<file path="src/rtl/vga_controller.sv">
// VGA timing generator and game-screen renderer.
// Free-running pixel/line counters drive registered syncs and a colour
// pipeline. The score bar, border and game-over fill are decoded from
// per-frame snapshots of ingame/score, so one frame never mixes two states.
module vga_controller #(
   parameter int H_VISIBLE = 640,
   parameter int H_FRONT   = 16,
   parameter int H_SYNC    = 96,
   parameter int H_BACK    = 48,
   parameter int V_VISIBLE = 480,
   parameter int V_FRONT   = 10,
   parameter int V_SYNC    = 2,
   parameter int V_BACK    = 33,
   // Screen geometry of the score bar and frame border.
   parameter int BAR_X0    = 64,
   parameter int BAR_UNIT  = 32,
   parameter int BAR_Y0    = 200,
   parameter int BAR_Y1    = 280,
   parameter int BORDER    = 4
) (
   input  logic        clk25,
   input  logic        reset,
   input  logic        ingame,
   input  logic [31:0] score,
   output logic        hSync,
   output logic        vSync,
   output logic [3:0]  VGA_R,
   output logic [3:0]  VGA_G,
   output logic [3:0]  VGA_B,
   inout  wire         ps2_clk,
   inout  wire         ps2_data
);

   localparam int H_TOTAL = H_VISIBLE + H_FRONT + H_SYNC + H_BACK;
   localparam int V_TOTAL = V_VISIBLE + V_FRONT + V_SYNC + V_BACK;

   localparam logic [9:0]  H_LAST = 10'(H_TOTAL - 1);
   localparam logic [9:0]  V_LAST = 10'(V_TOTAL - 1);
   localparam logic [9:0]  HS_BEG = 10'(H_VISIBLE + H_FRONT);
   localparam logic [9:0]  HS_END = 10'(H_VISIBLE + H_FRONT + H_SYNC);
   localparam logic [9:0]  VS_BEG = 10'(V_VISIBLE + V_FRONT);
   localparam logic [9:0]  VS_END = 10'(V_VISIBLE + V_FRONT + V_SYNC);
   localparam logic [9:0]  H_ACT  = 10'(H_VISIBLE);
   localparam logic [9:0]  V_ACT  = 10'(V_VISIBLE);
   localparam logic [9:0]  BRD    = 10'(BORDER);
   localparam logic [9:0]  H_BRD  = 10'(H_VISIBLE - BORDER);
   localparam logic [9:0]  V_BRD  = 10'(V_VISIBLE - BORDER);
   localparam logic [9:0]  BY0    = 10'(BAR_Y0);
   localparam logic [9:0]  BY1    = 10'(BAR_Y1);
   localparam logic [15:0] BX0    = 16'(BAR_X0);
   localparam logic [15:0] BUNIT  = 16'(BAR_UNIT);

   // PS/2 pins are reserved: never driven, never read.
   assign ps2_clk  = 1'bz;
   assign ps2_data = 1'bz;

   logic [9:0]  h_count;
   logic [9:0]  v_count;
   logic        ingame_q;
   logic [31:0] score_q;

   logic [4:0]  bar_len;
   logic [15:0] bar_end;
   logic [15:0] x_ext;
   logic        active;
   logic        border;
   logic        in_bar;
   logic [11:0] rgb;

   // Pixel and line counters; the line counter advances on pixel wrap.
   always_ff @(posedge clk25 or negedge reset) begin
      if (!reset) begin
         h_count <= '0;
         v_count <= '0;
      end else if (h_count == H_LAST) begin
         h_count <= '0;
         v_count <= (v_count == V_LAST) ? '0 : v_count + 10'd1;
      end else begin
         h_count <= h_count + 10'd1;
      end
   end

   // Snapshot game state at the first pixel of each frame.
   always_ff @(posedge clk25 or negedge reset) begin
      if (!reset) begin
         ingame_q <= 1'b0;
         score_q  <= '0;
      end else if (h_count == '0 && v_count == '0) begin
         ingame_q <= ingame;
         score_q  <= score;
      end
   end

   // Colour decode for the current counter position.
   always_comb begin
      bar_len = (score_q >= 32'd16) ? 5'd16 : score_q[4:0];
      bar_end = BX0 + BUNIT * {11'd0, bar_len};
      x_ext   = {6'd0, h_count};
      active  = (h_count < H_ACT) && (v_count < V_ACT);
      border  = (h_count < BRD) || (h_count >= H_BRD) ||
                (v_count < BRD) || (v_count >= V_BRD);
      in_bar  = (x_ext >= BX0) && (x_ext < bar_end) &&
                (v_count >= BY0) && (v_count < BY1);
      rgb     = 12'h000;
      if (active) begin
         if (border)         rgb = 12'hFFF;
         else if (!ingame_q) rgb = 12'hF00;
         else if (in_bar)    rgb = 12'h0F0;
         else                rgb = 12'h004;
      end
   end

   // Output register: syncs and colour share one stage so they stay aligned.
   always_ff @(posedge clk25 or negedge reset) begin
      if (!reset) begin
         hSync <= 1'b1;
         vSync <= 1'b1;
         VGA_R <= 4'h0;
         VGA_G <= 4'h0;
         VGA_B <= 4'h0;
      end else begin
         hSync <= !((h_count >= HS_BEG) && (h_count < HS_END));
         vSync <= !((v_count >= VS_BEG) && (v_count < VS_END));
         {VGA_R, VGA_G, VGA_B} <= rgb;
      end
   end

endmodule

</file>
<file path="config.mk">
export PLATFORM = sky130hd
export DESIGN_NAME = vga_controller
export DESIGN_NICKNAME = d
export VERILOG_FILES = /design/src/rtl/vga_controller.sv
export SDC_FILE = /design/constraint.sdc
export NUM_CORES = 1
export LEC_CHECK = 0
export ABC_CLOCK_PERIOD_IN_PS = 3700
export BUFFER_PORTS_ARGS = -buffer_cell sky130_fd_sc_hd__buf_2
export CORE_ASPECT_RATIO = 0.5
export CORE_MARGIN = 3
export CORE_UTILIZATION = 50
export DETAILED_ROUTE_END_ITERATION = 7
export MAX_ROUTING_LAYER = met4
export PLACE_DENSITY = 0.78
export SLEW_MARGIN = 20
export SYNTH_ARGS = -nofsm -noshare
export SYNTH_HDL_FRONTEND = slang
export SYNTH_SLANG_ARGS = --single-unit
</file>
<file path="constraint.sdc">
create_clock -name clk25 -period 3.7 [get_ports clk25]
set_clock_uncertainty 0.2 [all_clocks]
set_input_delay 0 -clock clk25 [delete_from_list [all_inputs] [get_ports clk25]]
set_output_delay 0 -clock clk25 [all_outputs]
set_load 0.05 [all_outputs]
</file>
**Word level (Yosys, flattened, before mapping)**

Index checks and enable logic that the tools add are counted.

- Input bits: 35
- Output and inout bits: 16
- Register bits: 67

- Eq/ne operators: 2
- Multiplexer cells: 7
- Order comparisons: 15
- Reductions and logical operators: 14
- Add/sub/neg operators: 3

Operators with widths:

| operator | count |
|---|---|
| $mux 12 | 3 |
| $ge 32x5->1 const B | 1 |
| $lt 10x9->1 const B | 3 |
| $add 10x1->10 const B | 2 |
| $eq 10x10->1 const B | 2 |
| $ge 10x10->1 const B | 2 |
| $ge 10x9->1 const B | 2 |
| $logic_not 10->1 | 2 |
| $lt 10x10->1 const B | 2 |
| $lt 10x3->1 const B | 2 |
| $mux 10 | 2 |
| $add 7x10->11 const A | 1 |
| $lt 10x11->1 | 1 |
| $ge 10x7->1 const B | 1 |
| $ge 10x8->1 const B | 1 |
| $mux 8 | 1 |
| $logic_and 1x1->1 | 7 |
| $mux 5 | 1 |
| $logic_or 1x1->1 | 3 |
| $logic_not 1->1 | 2 |

**Longest topological paths before layout**

- Depth in word-level cells: 11
- Mapped depth: 12
- Depth with buffers taken out: 12

**Worst setup path before layout**

No wires, ideal clock.

- Kind: register to register
- Start: register score_q[20]
- End: register VGA_B[2]
- Clock period less this slack: 2,900 ps
- Required time: 3,382 ps
- Cell stages (with the launch flop): 13
- Data arrival time: 2,582 ps
- Path slack: 800 ps
- Setup time: 118 ps
- Buffers on the path: 0
- Cell sequence: dfrtp_1 -> nor4_1 -> nand2_1 -> nor3_1 -> and2_1 -> ha_1 -> inv_1 -> ha_1 -> a211o_1 -> a221o_1 -> a21oi_1 -> o21ai_0 -> a21o_1

- Cells in the longest elaborated chain, start to end: 11

Ends and longest elaborated chain:

| what | line | RTL |
|---|---|---|
| start: declaration | 60 | `logic [31:0] score_q;` |
| start signal: assignment | 90 | `score_q <= score;` |
| $ge 32x5->1 | 96 | `bar_len = (score_q >= 32'd16) ? 5'd16 : score_q[4:0];` |
| $mux 5 | 96 |  |
| $add 7x10->11 | 97 | `bar_end = BX0 + BUNIT * {11'd0, bar_len};` |
| $lt 10x11->1 | 102 | `in_bar = (x_ext >= BX0) && (x_ext < bar_end) &&` |
| $logic_and 1x1->1 (2 in series) | 102 |  |
| $logic_and 1x1->1 | 103 | `(v_count >= BY0) && (v_count < BY1);` |
| $mux 8 | 108 | `else if (in_bar) rgb = 12'h0F0;` |
| $mux 12 | 107 | `else if (!ingame_q) rgb = 12'hF00;` |
| $mux 12 | 106 | `if (border) rgb = 12'hFFF;` |
| $mux 12 | 105 | `if (active) begin` |
| net rgb[2] | 68 | `logic [11:0] rgb;` |
| end signal: assignment | 124 | `{VGA_R, VGA_G, VGA_B} <= rgb;` |
| end: declaration | 29 | `output logic [3:0] VGA_B,` |

The timed path passes the listed nets, and every way through them passes these cells.
A chain may end at the register's enable or synchronous reset.

**Final worst setup path**

- Start: register score_q[9]
- End: register VGA_B[2]

Same word-level chain as after synthesis.

==> metrics.md <==
| Metric | Value |
|---|---|
| Status | finished clean |
| Area of the multi-input gates | 1225 um^2 |
| Top_reg_cell synth | dfrtp_1 |
| Cells after Synth | 250 |
| Vias in the first global route | 2389 |
| Setup violators final | 0 |
| Setup TNS | 0 ps |
| Cell taking the most area after synthesis | dfrtp_1 |
| Area growth, synth to finish | 32.47% |
| Sink Count | 59 |
| DR vias | 2272 |
| Design Area, Final | 3792 um^2 |
| Setup crit start kind | register |
| Internal | 1428 uW |
| RR Endpoint | VGA_B[2] |
| Die ar. | 6725 um^2 |
| H-Tree Level Count | 3 |
| Post-CTS setup buffer count | 0 |
| Input/output buffers | 48 |
| Max IR drop VDD | 0.0003629 V |
| Residual overflow from global routing | 0 |
| Fill count | 323 |
| Post-synthesis cell type count | 43 |
| Crit path time final | 3444 ps |
| Crit path arrival time | 3450 ps |
| RSZ-0062 raised after global routing | false |
| Top cell type's share of synthesized area | 49.83% |
| Post-DRT Antenna Nets | 0 |
| Core Region | 5225 um^2 |
| Min Hold Slack | 93.57 ps |
| Most common cell after layout, fill and taps aside | dfrtp_1 |
| F_max | 290.4 MHz |
| Switching Fraction | 18.91% |
| Combinational power share | 5.0% |
| Register Area | 1479 um^2 |
| Worst setup path startpoint | score_q[9] |
| Vias/cell | 5.624 |
| CP Class | reg -> reg |
| Syn Area/Cell | 11.45 um^2 |
| Share of layout cells above drive strength 1 | 30.84% |
| Worst Reg-to-Reg Cells | 12 |
| Commonest non-fill, non-tap cells in the layout | dfrtp_1 (57), buf_2 (48), dlygate4sd3_1 (35) |
| Critical R2R Launch | score_q[9] |
| WL final | 7017 um |
| Warnings, synthesis | 0 |
| Synthesized cell area | 2863 um^2 |
| Root Buffer | clkbuf_16 |
| Leak pwr | 0.001652 uW |
| Remaining DRCs | 0 |
| FFs w/ async S/R, synth | 100.0% |
| I/O pins | 51 |
| Hold Crit Class | in -> async |
| Total GRT Usage | 23.66% |
| ANT cells | 0 |
| Count of max-cap constraint violations | 0 |
| Worst skew pair latency | 330 ps |
| Critical Path End Type | register |
| Initial antenna violation count | 0 |
| Power Density | 464.3 nW/um^2 |
| Psw | 332.9 uW |
| Die Ht | 59.51 um |
| Die width | 113.0 um |
| Clk slew on worst S/H paths | 50 ps |
| R2r setup slk | 260 ps |
| Placed Instance Area | 3080 um^2 |
| Largest net degree at the start of global routing | 40 |
| Drt initial violations | 120 |
| Relative slew slack | 44.30% |
| Final period util | 93.07% |
| First-pass GRT wire length | 11830 um |
| Dpl hpwl | 3998 um |
| CTS tree | done |
| TritonCTS buffer count | 9 |
| Register area share after synthesis | 51.66% |
| Reg power frac | 38.5% |
| Hold Fails Final Rpt | 0 |
| Post-synth EDFFs | 0 |
| Post-synthesis register bit count | 59 |
| Initial Util | 54.79% |
| DRT Pass-1 Iters | 4 |
| Data required time at the worst endpoint | 3710 ps |
| DR WL/cell | 17.37 um |
| Worst-Margin Slew | 832.7 ps |
| Number of nets in the layout | 373 |
| Max clock buf depth | 2 |
| Max FO, Critical Path | 3 |
| Final GP Congestion | 0.8453 |
| Row count | 18 |
| Dominant cells by area after synthesis | dfrtp_1 (50%), mux2_2 (12%), ha_1 (3.9%), buf_4 (2.6%), nor4_1 (2.6%) |
| Final Slew Violations | 0 |
| Clk pwr share | 56.5% |
## power groups by stage
stage	logic [uW]	clock network, uW	registers, uW
after global routing	96.0	1040	678
after detailed placement	56.2	0	686
final	87.7	996	677
after global placement	53.9	0	685
after floorplan	24.7	0	683
after CTS	85.4	1000	676
## cell type report
cell class              count  share of cell area (%)
well taps                  70                   2.309
flip-flops and latches     59                   39.00
clock buffers              12                   7.027
repair buffers             85                   15.97
clock inverters             4                   2.507
inverters                   9                  0.8908
multi-input cells         165                   32.30
## sequential cells by signal (all words and copies together) (netlist names)
| name | cells |
|---|---|
| VGA_B | 2 |
| VGA_G | 1 |
| VGA_R | 1 |
| hSync | 1 |
| h_count | 10 |
| ingame_q | 1 |
| score_q | 32 |
| vSync | 1 |
| v_count | 10 |
## critical path, cell delays in order (launching register included)
cell and delay [ps]:
dfrtp_1 400, nor4_1 330, nand3_1 190, nor3_1 320
and2_1 200, ha_1 230, inv_1 60, ha_1 250
a211o_1 320, a221o_1 330, a21oi_1 130, o21ai_0 150
a21o_1 210
## routing by layer
metal / part of all wire, % / vias to the layer above / GRT usage, %
met2: 50 / 78 / 39.81
li1: - / 1040 / -
met1: 43 / 1135 / 27.53
met4: 2.1 / 0 / 9.589
met3: 5.3 / 19 / 6.422
met5: 0 / - / -
## cells by family after synthesis
logic type	synth area share [%]
buffers and inverters	5.681
flip-flops	51.66
XOR/XNOR	3.977
adder cells (fa/ha/maj)	3.934
AO/OA/AOI/OAI	5.508
AND/OR/NAND/NOR	16.17
other	0.1310
multiplexers	12.94
## synth_stat cells, types with 2 or more instances
| cell type | instances |
|---|---|
| nand3_1 | 11 |
| mux2_2 | 31 |
| inv_1 | 9 |
| dfrtp_1 | 57 |
| xnor2_1 | 6 |
| nand4_1 | 5 |
| o31ai_1 | 3 |
| dfstp_2 | 2 |
| and2_1 | 3 |
| nand2_1 | 17 |
| xor2_1 | 7 |
| a211o_1 | 2 |
| ha_1 | 9 |
| clkbuf_1 | 4 |
| buf_6 | 3 |
| nor2_1 | 11 |
| a21oi_1 | 2 |
| nand2b_1 | 2 |
| nor4_1 | 12 |
| and4_1 | 4 |
| and3_1 | 4 |
| nor3_1 | 3 |
| buf_4 | 10 |
| nor2b_1 | 3 |
| o21ai_0 | 12 |
## worst max path at each step
stage               cells after the start  slack (ps)  endpoint
finish                                 12         260  VGA_B[2]
floorplan                              12         800  VGA_B[2]
global route                           12          30  VGA_G[2]
CTS                                    12         470  VGA_B[2]
detailed placement                     12         510  VGA_B[2]
global placement                       12         620  VGA_B[2]
## per-stage QoR
stage	util [%]	total power [uW]	std cells	worst slack [ps]
detailed placement	58.96	742.3	353	515.0
CTS	72.58	1762	404	468.4
floorplan	-	707.2	251	799.5
global placement	58.96	738.5	353	619.0
global route	72.58	1814	404	34.58
finish	72.58	1761	404	256.5
## repair_timing
| item | in CTS | in global routing |
|---|---|---|
| endpoints found under the hold margin | 90 | 0 |
| resized for setup | 0 | 0 |
| hold buffers | 35 | 0 |
(Power assumes the default switching activity.)
